$ cat src/rtl/multicycle_ctrl_if.sv
// Handshake and control bundle between the multicycle controller and its datapath/memories.
// Latency: none, wires only.
// Backpressure: carried by instr_valid / dmem_ready back to the controller.
interface multicycle_ctrl_if #(
  parameter int CNT_W = 32
);
  logic [31:0]      instr;
  logic             instr_valid;
  logic             dmem_ready;
  logic             br_flag;
  logic             imem_req;
  logic             dmem_req;
  logic             dmem_we;
  logic             sel_A;
  logic             sel_B;
  logic [3:0]       ALUControl;
  logic [2:0]       funct3;
  logic             ir_we;
  logic             pc_we;
  logic             reg_we;
  logic [1:0]       pc_src;
  logic [1:0]       wb_sel;
  logic             illegal;
  logic [2:0]       state;
  logic [CNT_W-1:0] instret;

  // Datapath / memory / bench side
  modport master (
    output instr, instr_valid, dmem_ready, br_flag,
    input  imem_req, dmem_req, dmem_we, sel_A, sel_B, ALUControl, funct3,
           ir_we, pc_we, reg_we, pc_src, wb_sel, illegal, state, instret
  );

  // Controller side
  modport slave (
    input  instr, instr_valid, dmem_ready, br_flag,
    output imem_req, dmem_req, dmem_we, sel_A, sel_B, ALUControl, funct3,
           ir_we, pc_we, reg_we, pc_src, wb_sel, illegal, state, instret
  );
endinterface

$ cat src/rtl/multicycle_ctrl.sv
// Multicycle RV32I control FSM sequencing fetch/decode/execute/memory/writeback.
// Latency: branch 3 cycles, ALU/jump 4, store 4, load 5, plus memory wait states.
// Backpressure: imem_req held until instr_valid, dmem_req held until dmem_ready.
module multicycle_ctrl #(
  parameter int CNT_W = 32
) (
  input logic              clk,
  input logic              rst_n,
  multicycle_ctrl_if.slave bus
);

  typedef enum logic [2:0] {
    FETCH = 3'd0, DECODE = 3'd1, EXEC = 3'd2, MEM = 3'd3, WB = 3'd4, TRAP = 3'd5
  } state_t;

  typedef enum logic [3:0] {
    C_NONE, C_R, C_I, C_LOAD, C_STORE, C_BRANCH, C_JAL, C_JALR, C_LUI, C_AUIPC
  } cls_t;

  localparam logic [3:0] ALU_ADD  = 4'd0;
  localparam logic [3:0] ALU_SUB  = 4'd1;
  localparam logic [3:0] ALU_SLL  = 4'd2;
  localparam logic [3:0] ALU_SLT  = 4'd3;
  localparam logic [3:0] ALU_SLTU = 4'd4;
  localparam logic [3:0] ALU_XOR  = 4'd5;
  localparam logic [3:0] ALU_SRL  = 4'd6;
  localparam logic [3:0] ALU_SRA  = 4'd7;
  localparam logic [3:0] ALU_OR   = 4'd8;
  localparam logic [3:0] ALU_AND  = 4'd9;
  localparam logic [3:0] ALU_PASSB = 4'd10;

  state_t           state_q, state_d;
  logic             run_q;      // low only in the first cycle after reset release
  // Only the instruction fields the controller decodes are kept in the IR
  logic [6:0]       ir_op;
  logic [4:0]       ir_rd;
  logic [2:0]       ir_f3;
  logic             ir_f7b5;
  logic [CNT_W-1:0] instret_q;

  cls_t       cls;
  logic [3:0] alu_ctl;
  logic       sel_a, sel_b;
  logic       imem_req, dmem_req, dmem_we, ir_we, pc_we, reg_we;
  logic [1:0] pc_src, wb_sel;

  // funct3-driven ALU op; SUB only exists in R-type, SRA/SRL chosen by funct7[5]
  function automatic logic [3:0] f3_to_alu(input logic [2:0] f3, input logic f7b5,
                                           input logic is_r);
    logic [3:0] op;
    case (f3)
      3'd0:    op = (is_r && f7b5) ? ALU_SUB : ALU_ADD;
      3'd1:    op = ALU_SLL;
      3'd2:    op = ALU_SLT;
      3'd3:    op = ALU_SLTU;
      3'd4:    op = ALU_XOR;
      3'd5:    op = f7b5 ? ALU_SRA : ALU_SRL;
      3'd6:    op = ALU_OR;
      default: op = ALU_AND;
    endcase
    return op;
  endfunction

  // Opcode class of the instruction held in the IR
  always_comb begin
    cls = C_NONE;
    case (ir_op)
      7'b0110011: cls = C_R;
      7'b0010011: cls = C_I;
      7'b0000011: cls = C_LOAD;
      7'b0100011: cls = C_STORE;
      7'b1100011: cls = C_BRANCH;
      7'b1101111: cls = C_JAL;
      7'b1100111: cls = C_JALR;
      7'b0110111: cls = C_LUI;
      7'b0010111: cls = C_AUIPC;
      default:    cls = C_NONE;
    endcase
  end

  // Operand selects and ALU op follow the IR, so they stay stable from DECODE to WB
  always_comb begin
    alu_ctl = ALU_ADD;
    sel_a   = 1'b0;
    sel_b   = 1'b0;
    case (cls)
      C_R:                       begin sel_a = 1'b1; sel_b = 1'b0; alu_ctl = f3_to_alu(ir_f3, ir_f7b5, 1'b1); end
      C_I:                       begin sel_a = 1'b1; sel_b = 1'b1; alu_ctl = f3_to_alu(ir_f3, ir_f7b5, 1'b0); end
      C_LOAD, C_STORE, C_JALR:   begin sel_a = 1'b1; sel_b = 1'b1; end
      C_BRANCH, C_JAL, C_AUIPC:  begin sel_a = 1'b0; sel_b = 1'b1; end
      C_LUI:                     begin sel_a = 1'b1; sel_b = 1'b1; alu_ctl = ALU_PASSB; end
      default:                   ;  // unsupported or reset IR: everything stays 0
    endcase
  end

  // Next state and per-state strobes
  always_comb begin
    state_d  = state_q;
    imem_req = 1'b0;
    ir_we    = 1'b0;
    dmem_req = 1'b0;
    dmem_we  = 1'b0;
    pc_we    = 1'b0;
    reg_we   = 1'b0;
    pc_src   = 2'd0;
    wb_sel   = 2'd0;
    case (state_q)
      FETCH: begin
        imem_req = run_q;
        if (run_q && bus.instr_valid) begin
          ir_we   = 1'b1;
          state_d = DECODE;
        end
      end
      DECODE: state_d = (cls == C_NONE) ? TRAP : EXEC;
      EXEC: begin
        if (cls == C_BRANCH) begin
          pc_we   = 1'b1;
          pc_src  = bus.br_flag ? 2'd1 : 2'd0;
          state_d = FETCH;
        end else if (cls == C_LOAD || cls == C_STORE) begin
          state_d = MEM;
        end else begin
          state_d = WB;
        end
      end
      MEM: begin
        dmem_req = 1'b1;
        dmem_we  = (cls == C_STORE);
        if (bus.dmem_ready) begin
          if (cls == C_STORE) begin
            pc_we   = 1'b1;
            state_d = FETCH;
          end else begin
            state_d = WB;
          end
        end
      end
      WB: begin
        pc_we   = 1'b1;
        reg_we  = (ir_rd != 5'd0);
        case (cls)
          C_JAL:   begin pc_src = 2'd1; wb_sel = 2'd2; end
          C_JALR:  begin pc_src = 2'd2; wb_sel = 2'd2; end
          C_LOAD:  begin pc_src = 2'd0; wb_sel = 2'd1; end
          default: begin pc_src = 2'd0; wb_sel = 2'd0; end
        endcase
        state_d = FETCH;
      end
      TRAP:    state_d = TRAP;
      default: state_d = FETCH;
    endcase
  end

  // State, IR and retirement counter; a return to FETCH from any other state retires
  always_ff @(posedge clk or negedge rst_n) begin
    if (!rst_n) begin
      state_q   <= FETCH;
      run_q     <= 1'b0;
      ir_op     <= 7'd0;
      ir_rd     <= 5'd0;
      ir_f3     <= 3'd0;
      ir_f7b5   <= 1'b0;
      instret_q <= '0;
    end else begin
      state_q <= state_d;
      run_q   <= 1'b1;
      if (ir_we) begin
        ir_op   <= bus.instr[6:0];
        ir_rd   <= bus.instr[11:7];
        ir_f3   <= bus.instr[14:12];
        ir_f7b5 <= bus.instr[30];
      end
      if (state_q != FETCH && state_d == FETCH)
        instret_q <= instret_q + CNT_W'(1);
    end
  end

  assign bus.imem_req   = imem_req;
  assign bus.ir_we      = ir_we;
  assign bus.dmem_req   = dmem_req;
  assign bus.dmem_we    = dmem_we;
  assign bus.pc_we      = pc_we;
  assign bus.reg_we     = reg_we;
  assign bus.pc_src     = pc_src;
  assign bus.wb_sel     = wb_sel;
  assign bus.sel_A      = sel_a;
  assign bus.sel_B      = sel_b;
  assign bus.ALUControl = alu_ctl;
  assign bus.funct3     = ir_f3;
  assign bus.illegal    = (state_q == TRAP);
  assign bus.state      = state_q;
  assign bus.instret    = instret_q;

endmodule

$ cat src/flat_wrapper.sv
// flat-port wrapper written by rule: the top's interface ports become plain ports
module multicycle_ctrl_flat 
#(
  parameter int CNT_W = 32
)
  (clk, rst_n, bus_instr, bus_instr_valid, bus_dmem_ready, bus_br_flag, bus_imem_req, bus_dmem_req, bus_dmem_we, bus_sel_A, bus_sel_B, bus_ALUControl, bus_funct3, bus_ir_we, bus_pc_we, bus_reg_we, bus_pc_src, bus_wb_sel, bus_illegal, bus_state, bus_instret);
  multicycle_ctrl_if #(.CNT_W(CNT_W)) bus_i ();
  input logic clk;
  input logic rst_n;
  input wire logic [$bits(bus_i.instr)-1:0] bus_instr;
  input wire logic [$bits(bus_i.instr_valid)-1:0] bus_instr_valid;
  input wire logic [$bits(bus_i.dmem_ready)-1:0] bus_dmem_ready;
  input wire logic [$bits(bus_i.br_flag)-1:0] bus_br_flag;
  output wire logic [$bits(bus_i.imem_req)-1:0] bus_imem_req;
  output wire logic [$bits(bus_i.dmem_req)-1:0] bus_dmem_req;
  output wire logic [$bits(bus_i.dmem_we)-1:0] bus_dmem_we;
  output wire logic [$bits(bus_i.sel_A)-1:0] bus_sel_A;
  output wire logic [$bits(bus_i.sel_B)-1:0] bus_sel_B;
  output wire logic [$bits(bus_i.ALUControl)-1:0] bus_ALUControl;
  output wire logic [$bits(bus_i.funct3)-1:0] bus_funct3;
  output wire logic [$bits(bus_i.ir_we)-1:0] bus_ir_we;
  output wire logic [$bits(bus_i.pc_we)-1:0] bus_pc_we;
  output wire logic [$bits(bus_i.reg_we)-1:0] bus_reg_we;
  output wire logic [$bits(bus_i.pc_src)-1:0] bus_pc_src;
  output wire logic [$bits(bus_i.wb_sel)-1:0] bus_wb_sel;
  output wire logic [$bits(bus_i.illegal)-1:0] bus_illegal;
  output wire logic [$bits(bus_i.state)-1:0] bus_state;
  output wire logic [$bits(bus_i.instret)-1:0] bus_instret;
  assign bus_i.instr = bus_instr;
  assign bus_i.instr_valid = bus_instr_valid;
  assign bus_i.dmem_ready = bus_dmem_ready;
  assign bus_i.br_flag = bus_br_flag;
  assign bus_imem_req = bus_i.imem_req;
  assign bus_dmem_req = bus_i.dmem_req;
  assign bus_dmem_we = bus_i.dmem_we;
  assign bus_sel_A = bus_i.sel_A;
  assign bus_sel_B = bus_i.sel_B;
  assign bus_ALUControl = bus_i.ALUControl;
  assign bus_funct3 = bus_i.funct3;
  assign bus_ir_we = bus_i.ir_we;
  assign bus_pc_we = bus_i.pc_we;
  assign bus_reg_we = bus_i.reg_we;
  assign bus_pc_src = bus_i.pc_src;
  assign bus_wb_sel = bus_i.wb_sel;
  assign bus_illegal = bus_i.illegal;
  assign bus_state = bus_i.state;
  assign bus_instret = bus_i.instret;
  multicycle_ctrl #(.CNT_W(CNT_W)) u_core (.clk(clk), .rst_n(rst_n), .bus(bus_i));
endmodule
$ cat config.mk
export PLATFORM = sky130hd
export DESIGN_NAME = multicycle_ctrl_flat
export DESIGN_NICKNAME = d
export VERILOG_FILES = /design/src/rtl/multicycle_ctrl_if.sv /design/src/rtl/multicycle_ctrl.sv /design/src/flat_wrapper.sv
export SDC_FILE = /design/constraint.sdc
export NUM_CORES = 1
export LEC_CHECK = 0
export BUFFER_PORTS_ARGS = -buffer_cell sky130_fd_sc_hd__buf_2
export CAP_MARGIN = 40
export CELL_PAD_IN_SITES_DETAIL_PLACEMENT = 0
export CELL_PAD_IN_SITES_GLOBAL_PLACEMENT = 2
export CORE_UTILIZATION = 30
export CTS_BUF_LIST = sky130_fd_sc_hd__clkbuf_16
export CTS_CLUSTER_DIAMETER = 150
export DETAILED_ROUTE_END_ITERATION = 8
export PLACE_DENSITY_LB_ADDON = 0.05
export SYNTH_ARGS = -nofsm -noshare
export SYNTH_HDL_FRONTEND = slang
export SYNTH_SLANG_ARGS = --single-unit
$ cat constraint.sdc
create_clock -name clk -period 2.46 [get_ports clk]
set_input_delay 0.123 -clock clk [delete_from_list [all_inputs] [get_ports clk]]
set_output_delay 0.123 -clock clk [all_outputs]
set_load 0.05 [all_outputs]
==> results_tabular.tex, run 1 <==
\begin{tabular}{lr}
\hline
Metric & Value \\
\hline
\multicolumn{2}{l}{\textbf{Worst hold path}} \\
Cells on Worst Hold Path & 3 \\
Worst Hold Class & in -> reg \\
\multicolumn{2}{l}{\textbf{Finish}} \\
Share of layout cells above drive strength 1 & 31.27\% \\
Share of the core filled with cells in the final layout & 39.28\% \\
Area overhead of the layout relative to synthesis & 27.74\% \\
Filler cell count in the final layout & 977 \\
Final net count & 424 \\
Number of inserted diodes & 0 \\
\multicolumn{2}{l}{\textbf{Synthesis}} \\
Number of enable flip-flop cells after synthesis & 0 \\
Most frequently used cell type in the post-synthesis netlist & sky130\_fd\_sc\_hd\_\_nand2\_1 \\
Async S/R FF share, synth & 100.0\% \\
Post-synthesis sequential area ratio & 46.02\% \\
Combinational family with the most area after synthesis & simple AND/OR/NAND/NOR gates \\
Post-synthesis share of cell area spent on xor and xnor gates & 10.44\% \\
Synth area leaders & sky130\_fd\_sc\_hd\_\_dfrtp\_1 (46\%), sky130\_fd\_sc\_hd\_\_nand2\_1 (9.3\%), sky130\_fd\_sc\_hd\_\_xor2\_1 (5.9\%) \\
Compound-cell area share of the yosys netlist & 8.761\% \\
Mapped cell area & 2828 um2 \\
Portion of synthesized cell area occupied by the leading cell type & 46.02\% \\
Total nets after synthesis & 340 \\
Simple logic cell fraction of the synthesized area & 30.75\% \\
Mapped Avg Cell Area & 9.363 um2 \\
Cells after synthesis & 302 \\
Post-synthesis cell type with the largest combined area & sky130\_fd\_sc\_hd\_\_dfrtp\_1 \\
Primary FF master, synth & sky130\_fd\_sc\_hd\_\_dfrtp\_1 \\
Number of distinct library cells after synthesis & 47 \\
Adder-cell share of the synthesized area & 0.4425\% \\
Multiplexer share of the synthesized area & 0\% \\
Seq cells post-synth & 52 \\
Yosys warning total & 0 \\
Post-synth top cells & sky130\_fd\_sc\_hd\_\_nand2\_1 (70), sky130\_fd\_sc\_hd\_\_dfrtp\_1 (52), sky130\_fd\_sc\_hd\_\_xor2\_1 (19), sky130\_fd\_sc\_hd\_\_nand3\_1 (17), sky130\_fd\_sc\_hd\_\_nor2\_1 (15) \\
\multicolumn{2}{l}{\textbf{Worst setup path}} \\
Sort of element at the end of the critical path & register \\
Required time of the worst setup path & 2.67 ns \\
Cell with the largest stage delay on the worst path & sky130\_fd\_sc\_hd\_\_dfrtp\_1 \\
Largest stage delay, worst path & 0.45 ns \\
Cell-by-cell trace of the critical path & nand4bb\_4, a2111oi\_4, o22ai\_2, buf\_4, nor4\_2, xor2\_1 \\
Count of cells along the worst register-to-register path & 6 \\
Sum of buffers and inverters on the critical path & 1 \\
Critical path peak fanout & 17 \\
Setup CP Type & reg -> reg \\
Worst setup SP type & register \\
CP Data Arrival Time & 2.37 ns \\
Top Family by Delay on Critical Path & compound AO/OA/AOI/OAI gates \\
Critical path depth & 6 \\
\multicolumn{2}{l}{\textbf{CTS}} \\
TritonCTS clock tree & yes \\
H-tree levels & 2 \\
Cell at the root of the clock tree & sky130\_fd\_sc\_hd\_\_clkbuf\_16 \\
Maximum number of buffers from clock root to sink & 2 \\
Number of buffers created by CTS & 5 \\
Source-to-sink clock delay at the later pin of the worst-skew pair & 0.29 ns \\
Clock-pin slew on the worst setup and hold paths & 0.07 ns \\
Post-CTS repair timing setup buffer count & 0 \\
Sinks on Clock Net & 52 \\
\multicolumn{2}{l}{\textbf{Timing}} \\
Final cycle utilization of the critical path & 87.87\% \\
Unrepaired setup endpoints after global routing & no \\
Hold violation total from the final report & 0 \\
Crit path time final & 2.162 ns \\
Setup-violating endpoint count in the final report & 0 \\
Max Clock Freq & 462.6 MHz \\
Number of slew-limit violations in the final report & 0 \\
Setup clock skew after layout & 0.006658 ns \\
Worst slew slack as a fraction of its limit & 59.99\% \\
Transition at the pin with the smallest max-transition slack & 0.6002 ns \\
\multicolumn{2}{l}{\textbf{Global route}} \\
Via count of the first global-routing pass & 2325 \\
Total global-route track usage & 15.65\% \\
Number of antenna violations at the first check in global routing & 0 \\
Sum of overflow across all layers after global routing & 0 \\
Global-route wire length before repair & 11940 um \\
Maximum number of pins on one net before global-route repair & 31 \\
\multicolumn{2}{l}{\textbf{Drt}} \\
Per-cell via count in the routed design & 4.791 \\
Drt total wl & 7316 um \\
Detailed-routing iteration count for the pre-antenna-repair pass & 4 \\
Number of design-rule violations left by the first detailed-router iteration & 42 \\
Routed wirelength normalized by instance count & 14.69 um \\
Overall via count from detail\_route & 2386 \\
Remaining DRCs & 0 \\
Post-route ant nets & 0 \\
\multicolumn{2}{l}{\textbf{Die}} \\
Die width & 99.09 um \\
Std cell rows & 35 \\
Die height & 99.09 um \\
Standard cell core area & 9196 um2 \\
Starting density of the core & 30.75\% \\
Die ar. & 9818 um2 \\
IO Count & 92 \\
\multicolumn{2}{l}{\textbf{Placement}} \\
Detailed Place HPWL & 5418 um \\
RePlAce Congestion & 0.7418 \\
\# port buffers & 75 \\
\multicolumn{2}{l}{\textbf{Outcome}} \\
Outcome & finished clean \\
\multicolumn{2}{l}{\textbf{Power}} \\
Worst vdd ir & 0.5626 mV \\
P per Cell Area & 1042 nW/um2 \\
P\_leak & 1.817 nW \\
Power after layout & 3.762 mW \\
\multicolumn{2}{l}{\textbf{Job}} \\
Max-cap violations & 0 \\
\hline
\end{tabular}
-- registers in the layout, summed over array words and instances, names as in the netlist --
register,cells
u_core.ir_rd,5
u_core.bus.state,3
u_core.ir_f7b5,1
u_core.bus.funct3,3
u_core.bus.instret,32
u_core.ir_op,7
u_core.run_q,1
-- report_power, final --
group | switching (mW) | internal (mW) | leakage (nW)
sequential | 0.247 | 1.05 | 0.680
combinational | 1.15 | 0.515 | 1.06
clock | 0.320 | 0.479 | 0.0814
total | 1.72 | 2.05 | 1.82
-- layout make-up --
| class | instances | area, um2 | area share [%] |
|---|---|---|---|
| Tap cell | 111 | 138.9 | 3.845 |
| Timing Repair Buffer | 92 | 518.0 | 14.34 |
| Clock inverter | 3 | 42.54 | 1.178 |
| Clock buffer | 5 | 125.1 | 3.464 |
| Inverter | 6 | 22.52 | 0.6235 |
| Sequential cell | 52 | 1301 | 36.02 |
| Multi-Input combinational cell | 229 | 1464 | 40.53 |
-- layer usage --
layer	track usage (%)	wire length (um)
met2	26.73	3623
met5	0	0
met1	20.36	3357
met4	4.072	59
met3	2.979	275
-- per-stage QoR --
stage          hold WS [ns]  std cells  setup WS, ns  setup TNS [ns]  cell area [um2]
2_1_floorplan       -0.1726        302      -0.05128        -0.05128             2864
3_3_place_gp         0.1676        489        0.3083               0             3435
3_5_place_dp         0.1635        489        0.2963               0             3435
4_1_cts             0.01545        498        0.2772               0             3612
5_1_grt             0.03002        498        0.1476               0             3612
6_report            0.02046        498        0.2984               0             3612
-- timing repair --
action,in CTS,in global routing
hold buffers,1,0
endpoints found under the setup margin,0,0
endpoints found under the hold margin,22,0
resized for setup,0,0
-- cells by family after synthesis --
kind of cell / after synthesis
AOI/OAI and AO/OA: 35
xor gates and xnor gates: 32
adders and majority gates: 1
buffers and inverters: 21
DFF: 52
other: 1
and+or+nand+nor: 160
-- layout by cell type, fill, tap and decap left out, types with 2 or more instances in the layout --
master,count
sky130_fd_sc_hd__nand2_1,70
sky130_fd_sc_hd__and2_1,2
sky130_fd_sc_hd__a21oi_1,8
sky130_fd_sc_hd__nor4_2,9
sky130_fd_sc_hd__and4_1,2
sky130_fd_sc_hd__or2_1,2
sky130_fd_sc_hd__xnor2_2,2
sky130_fd_sc_hd__nor2b_1,5
sky130_fd_sc_hd__xor2_1,19
sky130_fd_sc_hd__nor2_1,15
sky130_fd_sc_hd__clkbuf_16,5
sky130_fd_sc_hd__or4_4,2
sky130_fd_sc_hd__inv_1,6
sky130_fd_sc_hd__nand4_1,8
sky130_fd_sc_hd__nand3_1,17
sky130_fd_sc_hd__buf_2,75
sky130_fd_sc_hd__and3_1,2
sky130_fd_sc_hd__dfrtp_1,52
sky130_fd_sc_hd__nand2b_1,3
sky130_fd_sc_hd__buf_4,15
sky130_fd_sc_hd__a21o_1,2
sky130_fd_sc_hd__a21boi_0,2
sky130_fd_sc_hd__xnor2_1,11
sky130_fd_sc_hd__nor3_1,13
sky130_fd_sc_hd__o21ai_0,12
-- worst reg2reg max path, stage by stage, from the launching register on --
cell                        delay (ns)
sky130_fd_sc_hd__dfrtp_1          0.45
sky130_fd_sc_hd__nand4bb_4        0.25
sky130_fd_sc_hd__a2111oi_4        0.40
sky130_fd_sc_hd__o22ai_2          0.23
sky130_fd_sc_hd__buf_4            0.27
sky130_fd_sc_hd__nor4_2           0.31
sky130_fd_sc_hd__xor2_1           0.18
-- path summary, 6_finish.rpt --
| check | from | endpoint | slack, ns |
|---|---|---|---|
| setup / recovery | u_core.ir_op[3] | u_core.bus.instret[19] | 0.30 |
| hold reg to reg | u_core.ir_rd[2] | u_core.ir_rd[2] | 0.48 |
| max in group asynchronous | rst_n | u_core.bus.instret[5] | 1.52 |
| hold / removal | bus_instr[14] | u_core.bus.funct3[2] | 0.02 |
| setup reg to reg | u_core.ir_op[3] | u_core.bus.instret[19] | 0.30 |
| min in group asynchronous | rst_n | u_core.bus.funct3[2] | 0.37 |
No activity file was read; power rests on OpenSTA's default activity.
==> run 2: changes to the inputs <==
==> constraint.sdc (replaced) <==
create_clock -name clk -period 2.46 [get_ports clk]
set_input_delay 0.615 -clock clk [delete_from_list [all_inputs] [get_ports clk]]
set_output_delay 0.615 -clock clk [all_outputs]
set_load 0.05 [all_outputs]
==> run 2 against run 1 <==
Net effect: flip-flop and latch count stayed put; combinational power shrank 3%; final cell count decreased by 1.0%; maximum frequency decreased by 9.7%; sequential share of layout area barely moved; core utilization up 0.14 points; highest routed layer unchanged.
==> results_tabular.tex, run 2 (synthesis gave the netlist of run 1 again) <==
\begin{tabular}{lr}
\hline
Metric & Value \\
\hline
\multicolumn{2}{l}{\textbf{Outcome}} \\
Outcome & finished clean \\
\multicolumn{2}{l}{\textbf{Worst setup path}} \\
Worst reg2reg setup slack & 0.28 ns (-0.02 ns) \\
CP Data Arrival Time & 1.78 ns (-0.59 ns) \\
Critical path peak fanout & 6 (-11) \\
Setup CP Type & reg -> out \\
Reg2Reg Launch Point & u\_core.ir\_op[3] \\
Worst setup SP type & register \\
Sort of element at the end of the critical path & primary output \\
Launching element of the worst setup path & u\_core.ir\_op[3] \\
Required time of the worst setup path & 1.85 ns (-0.82 ns) \\
\multicolumn{2}{l}{\textbf{Finish}} \\
Commonest cells after routing, fill and taps aside & sky130\_fd\_sc\_hd\_\_buf\_2 (71), sky130\_fd\_sc\_hd\_\_nand2\_1 (69), sky130\_fd\_sc\_hd\_\_dfrtp\_1 (47), sky130\_fd\_sc\_hd\_\_xor2\_1 (19), sky130\_fd\_sc\_hd\_\_nand3\_1 (17) \\
Final net count & 421 (-0.71\%) \\
Most common library cell in the layout ignoring fill and taps & sky130\_fd\_sc\_hd\_\_buf\_2 \\
Number of inserted diodes & 0 (unchanged) \\
Area used by sequential logic in the layout & 1308 um2 (+0.48\%) \\
Share of layout cells above drive strength 1 & 34.29\% (+3.0 points) \\
Multi-input gate area in the final layout & 1498 um2 (+2.3\%) \\
Max reg flops & 32 (unchanged) \\
Share of the core filled with cells in the final layout & 39.42\% (+0.14 points) \\
Area overhead of the layout relative to synthesis & 28.19\% \\
Filler cell count in the final layout & 983 (+0.61\%) \\
\multicolumn{2}{l}{\textbf{Power}} \\
Worst vdd ir & 0.4210 mV (-25\%) \\
Power after layout & 3.755 mW (-0.19\%) \\
P\_leak & 1.795 nW (-1.2\%) \\
P per Cell Area & 1036 nW/um2 (-0.54\%) \\
\multicolumn{2}{l}{\textbf{CTS}} \\
Maximum number of buffers from clock root to sink & 2 (unchanged) \\
Sinks on Clock Net & 52 (unchanged) \\
TritonCTS clock tree & yes \\
H-tree levels & 2 (unchanged) \\
Hold-fix buffer count after cts & 0 (-1) \\
Number of buffers created by CTS & 5 (unchanged) \\
Clock-pin slew on the worst setup and hold paths & 0.07 ns (about the same) \\
Source-to-sink clock delay at the later pin of the worst-skew pair & 0.28 ns (about the same) \\
Post-CTS repair timing setup buffer count & 0 (unchanged) \\
Cell at the root of the clock tree & sky130\_fd\_sc\_hd\_\_clkbuf\_16 \\
\multicolumn{2}{l}{\textbf{Timing}} \\
Worst slew slack as a fraction of its limit & 51.73\% (-8.3 points) \\
Crit path time final & 2.395 ns (+0.2335 ns) \\
Number of slew-limit violations in the final report & 0 (unchanged) \\
Unrepaired setup endpoints after global routing & no \\
Setup-violating endpoint count in the final report & 0 (unchanged) \\
Transition at the pin with the smallest max-transition slack & 0.7241 ns (+0.1239 ns) \\
Setup clock skew after layout & 0.003197 ns (-0.003461 ns) \\
Worst setup slack after layout & 0.06497 ns (-0.2335 ns) \\
Final TNS setup & 0 ns (unchanged) \\
Max Clock Freq & 417.5 MHz (-9.7\%) \\
Final cycle utilization of the critical path & 97.36\% (+9.5 points) \\
Hold violation total from the final report & 0 (unchanged) \\
\multicolumn{2}{l}{\textbf{Worst hold path}} \\
Worst Hold Class & in -> async \\
\multicolumn{2}{l}{\textbf{Die}} \\
Std cell rows & 35 (unchanged) \\
Starting density of the core & 30.75\% (unchanged) \\
Die width & 99.09 um (unchanged) \\
IO Count & 92 (unchanged) \\
Standard cell core area & 9196 um2 (unchanged) \\
Die ar. & 9818 um2 (unchanged) \\
Die height & 99.09 um (unchanged) \\
\multicolumn{2}{l}{\textbf{Placement}} \\
Pre-CTS setup slack & 0.2783 ns (-0.01796 ns) \\
Detailed Place HPWL & 5334 um (-1.6\%) \\
\# port buffers & 75 (unchanged) \\
RePlAce Congestion & 0.7416 (about the same) \\
\multicolumn{2}{l}{\textbf{Drt}} \\
Number of design-rule violations left by the first detailed-router iteration & 81 (+93\%) \\
Drt total wl & 7334 um (+0.25\%) \\
Per-cell via count in the routed design & 4.773 (-0.38\%) \\
Detailed-routing iteration count for the pre-antenna-repair pass & 4 (unchanged) \\
Overall via count from detail\_route & 2353 (-1.4\%) \\
Remaining DRCs & 0 (unchanged) \\
Post-route ant nets & 0 (unchanged) \\
Routed wirelength normalized by instance count & 14.88 um (+1.3\%) \\
\multicolumn{2}{l}{\textbf{Global route}} \\
Sum of overflow across all layers after global routing & 0 (unchanged) \\
Total global-route track usage & 15.78\% (+0.13 points) \\
Global-route wire length before repair & 12190 um (+2.1\%) \\
Maximum number of pins on one net before global-route repair & 28 (-9.7\%) \\
Via count of the first global-routing pass & 2380 (+2.4\%) \\
Number of antenna violations at the first check in global routing & 0 (unchanged) \\
\multicolumn{2}{l}{\textbf{Job}} \\
Max-cap violations & 0 (unchanged) \\
\hline
\end{tabular}
## run 2: cell types whose count changed in the layout (fill, tap and decap cells not counted), moves of 4 or more
cell	delta
sky130_fd_sc_hd__o21ai_0	-4
sky130_fd_sc_hd__dfrtp_2	+5
sky130_fd_sc_hd__buf_2	-4
sky130_fd_sc_hd__dfrtp_1	-5
## run 2: routing by layer
| metal | global-route usage [%] | wire [um] | vias up | part of all wire (%) |
|---|---|---|---|---|
| met3 | 2.340 | 272 | 2 | 3.7 |
| met1 | 21.58 | 3540 | 1111 | 48 |
| met2 | 26.52 | 3481 | 49 | 47 |
| met5 | 0 | 0 | - | 0 |
| li1 | - | - | 1191 | - |
| met4 | 3.394 | 39 | 0 | 0.53 |
## run 2: path summary, 6_finish.rpt
| kind | depth (start not counted) | end |
|---|---|---|
| max in group asynchronous | 2 | u_core.bus.instret[23] |
| worst max-delay path | 4 | bus_wb_sel[0] |
| worst max register to register | 6 | u_core.bus.instret[20] |
| worst min register to register | 2 | u_core.ir_rd[4] |
| min in group clk | 2 | u_core.ir_rd[4] |
| worst min-delay path | 1 | u_core.bus.funct3[2] |
## run 2: critical path, cell delays in order (launching register included)
cell and delay, ns:
sky130_fd_sc_hd__dfrtp_1 0.47, sky130_fd_sc_hd__nand4bb_4 0.26, sky130_fd_sc_hd__or3_1 0.36, sky130_fd_sc_hd__nor3_2 0.19
sky130_fd_sc_hd__buf_4 0.22
## run 2: power breakdown
group	internal, mW	switching, mW	total, mW
Combinational	0.518	1.09	1.61
Clock	0.469	0.298	0.767
Sequential	1.06	0.316	1.38
Total	2.05	1.71	3.75
## run 2: layout make-up
cell class	instances	share of cell area [%]
Tap cell	111	3.832
Inverter	6	0.6213
Clock buffer	5	3.452
Sequential cell	52	36.07
Timing Repair Buffer	89	13.88
Multi-Input combinational cell	229	41.32
Clock inverter	1	0.8284
## run 2: repair_timing
action	CTS	global route
gates cloned	0	0
pin swaps	0	1
resized for setup	2	7
setup endpoints to repair	3	9
## run 2: per-stage QoR
step                cell area, um2  instances  hold slack [ns]
CTS                           3608        493           0.4110
global route                  3625        493           0.4303
detailed placement            3450        487           0.4648
finish                        3625        493           0.3836
floorplan                     2905        302           0.3194
global placement              3450        487           0.4644
==> run 3: changes to the inputs <==
--- a/config.mk
+++ b/config.mk
@@ -13,7 +13,7 @@
 export CTS_BUF_LIST = sky130_fd_sc_hd__clkbuf_16
 export CTS_CLUSTER_DIAMETER = 150
 export DETAILED_ROUTE_END_ITERATION = 8
-export PLACE_DENSITY_LB_ADDON = 0.05
+export PLACE_DENSITY_LB_ADDON = 0.1
 export SYNTH_ARGS = -nofsm -noshare
 export SYNTH_HDL_FRONTEND = slang
 export SYNTH_SLANG_ARGS = --single-unit
==> run 3 against run 2 <==
Net effect: worst setup slack improved by 0.035 ns; clock-buffer cell count is the same; sequential power is essentially flat; routed wire length down 2.5%; clock power increased by 2%; first-iteration DRC count shrank 41%; die area unchanged; worst hold slack lost 0.071 ns; critical path depth unchanged; final cell count rose by 1.0%; largest cell class unchanged; largest power group unchanged.
==> results_tabular.tex, run 3 (synthesis gave the netlist of run 1 again) <==
\begin{tabular}{lr}
\hline
Metric & Value \\
\hline
\multicolumn{2}{l}{\textbf{Drt}} \\
Detailed-routing iteration count for the pre-antenna-repair pass & 4 (unchanged) \\
Number of design-rule violations left by the first detailed-router iteration & 48 (-41\%) \\
Remaining DRCs & 0 (unchanged) \\
Overall via count from detail\_route & 2404 (+2.2\%) \\
Drt total wl & 7153 um (-2.5\%) \\
Post-route ant nets & 0 (unchanged) \\
Met1 Routed Length & 3389 um (-4.3\%) \\
Routed wirelength normalized by instance count & 14.36 um (-3.4\%) \\
Highest signal layer in the routed design & met4 \\
Per-cell via count in the routed design & 4.827 (+1.1\%) \\
Met2 wirelength from detailed routing & 3414 um (-1.9\%) \\
Met3 WL & 269 um (-1.1\%) \\
\multicolumn{2}{l}{\textbf{Worst setup path}} \\
Cell with the largest stage delay on the worst path & sky130\_fd\_sc\_hd\_\_dfrtp\_2 \\
Cell-by-cell trace of the critical path & nand4bb\_4, or3\_4, nor3\_2, buf\_6 \\
Largest stage delay, worst path & 0.46 ns (about the same) \\
Critical path depth & 4 (unchanged) \\
Critical path peak fanout & 8 (+2) \\
Sort of element at the end of the critical path & primary output \\
Sum of buffers and inverters on the critical path & 1 (unchanged) \\
Endpoint of the lowest-slack register-to-register path & u\_core.bus.instret[13] \\
Worst setup SP type & register \\
Setup CP Type & reg -> out \\
Top Family by Delay on Critical Path & simple AND/OR/NAND/NOR gates \\
Required time of the worst setup path & 1.85 ns (about the same) \\
Worst reg2reg setup slack & 0.35 ns (+0.07 ns) \\
CP Data Arrival Time & 1.75 ns (-0.03 ns) \\
Count of cells along the worst register-to-register path & 6 (unchanged) \\
Reg2Reg Launch Point & u\_core.ir\_op[2] \\
\multicolumn{2}{l}{\textbf{CTS}} \\
Cell at the root of the clock tree & sky130\_fd\_sc\_hd\_\_clkbuf\_16 \\
Hold-fix buffer count after cts & 0 (unchanged) \\
Source-to-sink clock delay at the later pin of the worst-skew pair & 0.29 ns (about the same) \\
TritonCTS clock tree & yes \\
Clock-pin slew on the worst setup and hold paths & 0.07 ns (about the same) \\
Maximum number of buffers from clock root to sink & 2 (unchanged) \\
Sinks on Clock Net & 52 (unchanged) \\
H-tree levels & 2 (unchanged) \\
Number of buffers created by CTS & 5 (unchanged) \\
\multicolumn{2}{l}{\textbf{Power}} \\
Pint & 2.068 mW (+1.0\%) \\
Worst vdd ir & 0.6225 mV (+48\%) \\
Share of total power in sequential cells & 36.7\% (about the same) \\
P\_leak & 1.819 nW (+1.3\%) \\
Net switching share of the total power & 45.43\% (-0.046 points) \\
Power dissipated by switching net loads & 1.722 mW (+0.84\%) \\
Logic pwr share & 42.6\% (-0.3 points) \\
Power after layout & 3.790 mW (+0.94\%) \\
P per Cell Area & 1034 nW/um2 (-0.23\%) \\
Clock power frac & 20.7\% (+0.3 points) \\
\multicolumn{2}{l}{\textbf{Finish}} \\
Final net count & 424 (+0.71\%) \\
Area overhead of the layout relative to synthesis & 29.69\% \\
Multi-input gate area in the final layout & 1500 um2 (+0.17\%) \\
Number of inserted diodes & 0 (unchanged) \\
Max reg flops & 32 (unchanged) \\
Layout Cell Area excl Fill & 3667 um2 (+1.2\%) \\
Filler cell count in the final layout & 993 (+1.0\%) \\
Area used by sequential logic in the layout & 1311 um2 (+0.29\%) \\
Commonest cells after routing, fill and taps aside & sky130\_fd\_sc\_hd\_\_buf\_2 (72), sky130\_fd\_sc\_hd\_\_nand2\_1 (69), sky130\_fd\_sc\_hd\_\_dfrtp\_1 (44), sky130\_fd\_sc\_hd\_\_xor2\_1 (19), sky130\_fd\_sc\_hd\_\_nand3\_1 (17) \\
Non-filler instance count after layout & 498 (+1.0\%) \\
Most common library cell in the layout ignoring fill and taps & sky130\_fd\_sc\_hd\_\_buf\_2 \\
Share of layout cells above drive strength 1 & 35.66\% (+1.4 points) \\
\multicolumn{2}{l}{\textbf{Global route}} \\
Global-route wire length before repair & 12030 um (-1.4\%) \\
Total global-route track usage & 15.61\% (-0.16 points) \\
Via count of the first global-routing pass & 2332 (-2.0\%) \\
Sum of overflow across all layers after global routing & 0 (unchanged) \\
Number of antenna violations at the first check in global routing & 0 (unchanged) \\
Maximum number of pins on one net before global-route repair & 53 (+89\%) \\
\multicolumn{2}{l}{\textbf{Placement}} \\
Detailed Place HPWL & 5176 um (-3.0\%) \\
RePlAce Congestion & 0.7372 (-0.59\%) \\
\# port buffers & 75 (unchanged) \\
Number of instances in the placed design & 488 (+0.21\%) \\
Cell area after placement & 3457 um2 (+0.22\%) \\
\multicolumn{2}{l}{\textbf{Timing}} \\
Unrepaired setup endpoints after global routing & no \\
Number of slew-limit violations in the final report & 0 (unchanged) \\
Setup clock skew after layout & 0.008263 ns (+0.005066 ns) \\
Max Clock Freq & 423.7 MHz (+1.5\%) \\
Hold violation total from the final report & 0 (unchanged) \\
Setup-violating endpoint count in the final report & 0 (unchanged) \\
Tightest hold margin & 0.3127 ns (-0.07092 ns) \\
Final TNS setup & 0 ns (unchanged) \\
Crit path time final & 2.360 ns (-0.03465 ns) \\
Final cycle utilization of the critical path & 95.95\% (-1.4 points) \\
\multicolumn{2}{l}{\textbf{Die}} \\
Starting density of the core & 30.75\% (unchanged) \\
Std cell rows & 35 (unchanged) \\
Standard cell core area & 9196 um2 (unchanged) \\
Die width & 99.09 um (unchanged) \\
IO Count & 92 (unchanged) \\
Die height & 99.09 um (unchanged) \\
Die ar. & 9818 um2 (unchanged) \\
\multicolumn{2}{l}{\textbf{Outcome}} \\
Outcome & finished clean \\
\multicolumn{2}{l}{\textbf{Job}} \\
Max-cap violations & 0 (unchanged) \\
\multicolumn{2}{l}{\textbf{Worst hold path}} \\
Worst Hold Class & in -> async \\
\hline
\end{tabular}
-- run 3: power by group through the flow --
stage	logic, mW	registers, mW	clock network, mW
after global routing	1.77	1.43	0.850
after detailed placement	1.60	1.40	0
final	1.61	1.39	0.783
after CTS	1.61	1.39	0.813
after floorplan	1.02	1.57	0
after global placement	1.59	1.40	0
-- run 3: routing by layer --
| metal | global-route usage, % | up-vias |
|---|---|---|
| met5 | 0 | - |
| met4 | 4.072 | 0 |
| met3 | 3.121 | 6 |
| met2 | 26.36 | 50 |
| met1 | 20.47 | 1150 |
| li1 | - | 1198 |
-- run 3: worst reg2reg max path, cell delays in order (launching register included) --
cell and delay, ns:
sky130_fd_sc_hd__dfrtp_2 0.46, sky130_fd_sc_hd__nand4bb_4 0.27, sky130_fd_sc_hd__a2111oi_4 0.40, sky130_fd_sc_hd__o22ai_2 0.20, sky130_fd_sc_hd__buf_4 0.22, sky130_fd_sc_hd__nor4_2 0.34, sky130_fd_sc_hd__xor2_1 0.17
-- run 3: through the flow --
stage | setup WS (ns) | util [%]
2_1_floorplan | -0.2037 | -
3_3_place_gp | 0.2917 | 37.59
3_5_place_dp | 0.2915 | 37.59
4_1_cts | 0.002164 | 39.42
5_1_grt | 0.001758 | 39.88
6_report | 0.09961 | 39.88
-- run 3: worst max-delay path by stage --
stage,start,endpoint,slack [ns]
final,u_core.ir_op[2],bus_wb_sel[0],0.1
after global placement,u_core.ir_op[1],bus_ALUControl[0],0.29
after global routing,u_core.ir_op[4],bus_pc_src[0],0.002
after floorplan,u_core.bus.state[0],bus_ir_we,-0.20
after CTS,u_core.ir_op[0],bus_ALUControl[0],0.002
after detailed placement,u_core.ir_op[2],bus_wb_sel[0],0.29
-- run 3: layout make-up --
cell class	count	share of cell area [%]
tap	111	3.787
sequential	52	35.76
clock inverter	3	1.058
timing repair buffer	92	14.47
clock buffer	5	3.412
multi-input combinational	229	40.91
inverter	6	0.6141
-- run 3: what timing repair did --
action	4_1_cts	5_1_grt
gates resized for setup	2	11
buffers inserted	0	2
endpoints found under the setup margin	2	9
endpoints found under the hold margin	0	0
pin swaps	0	1
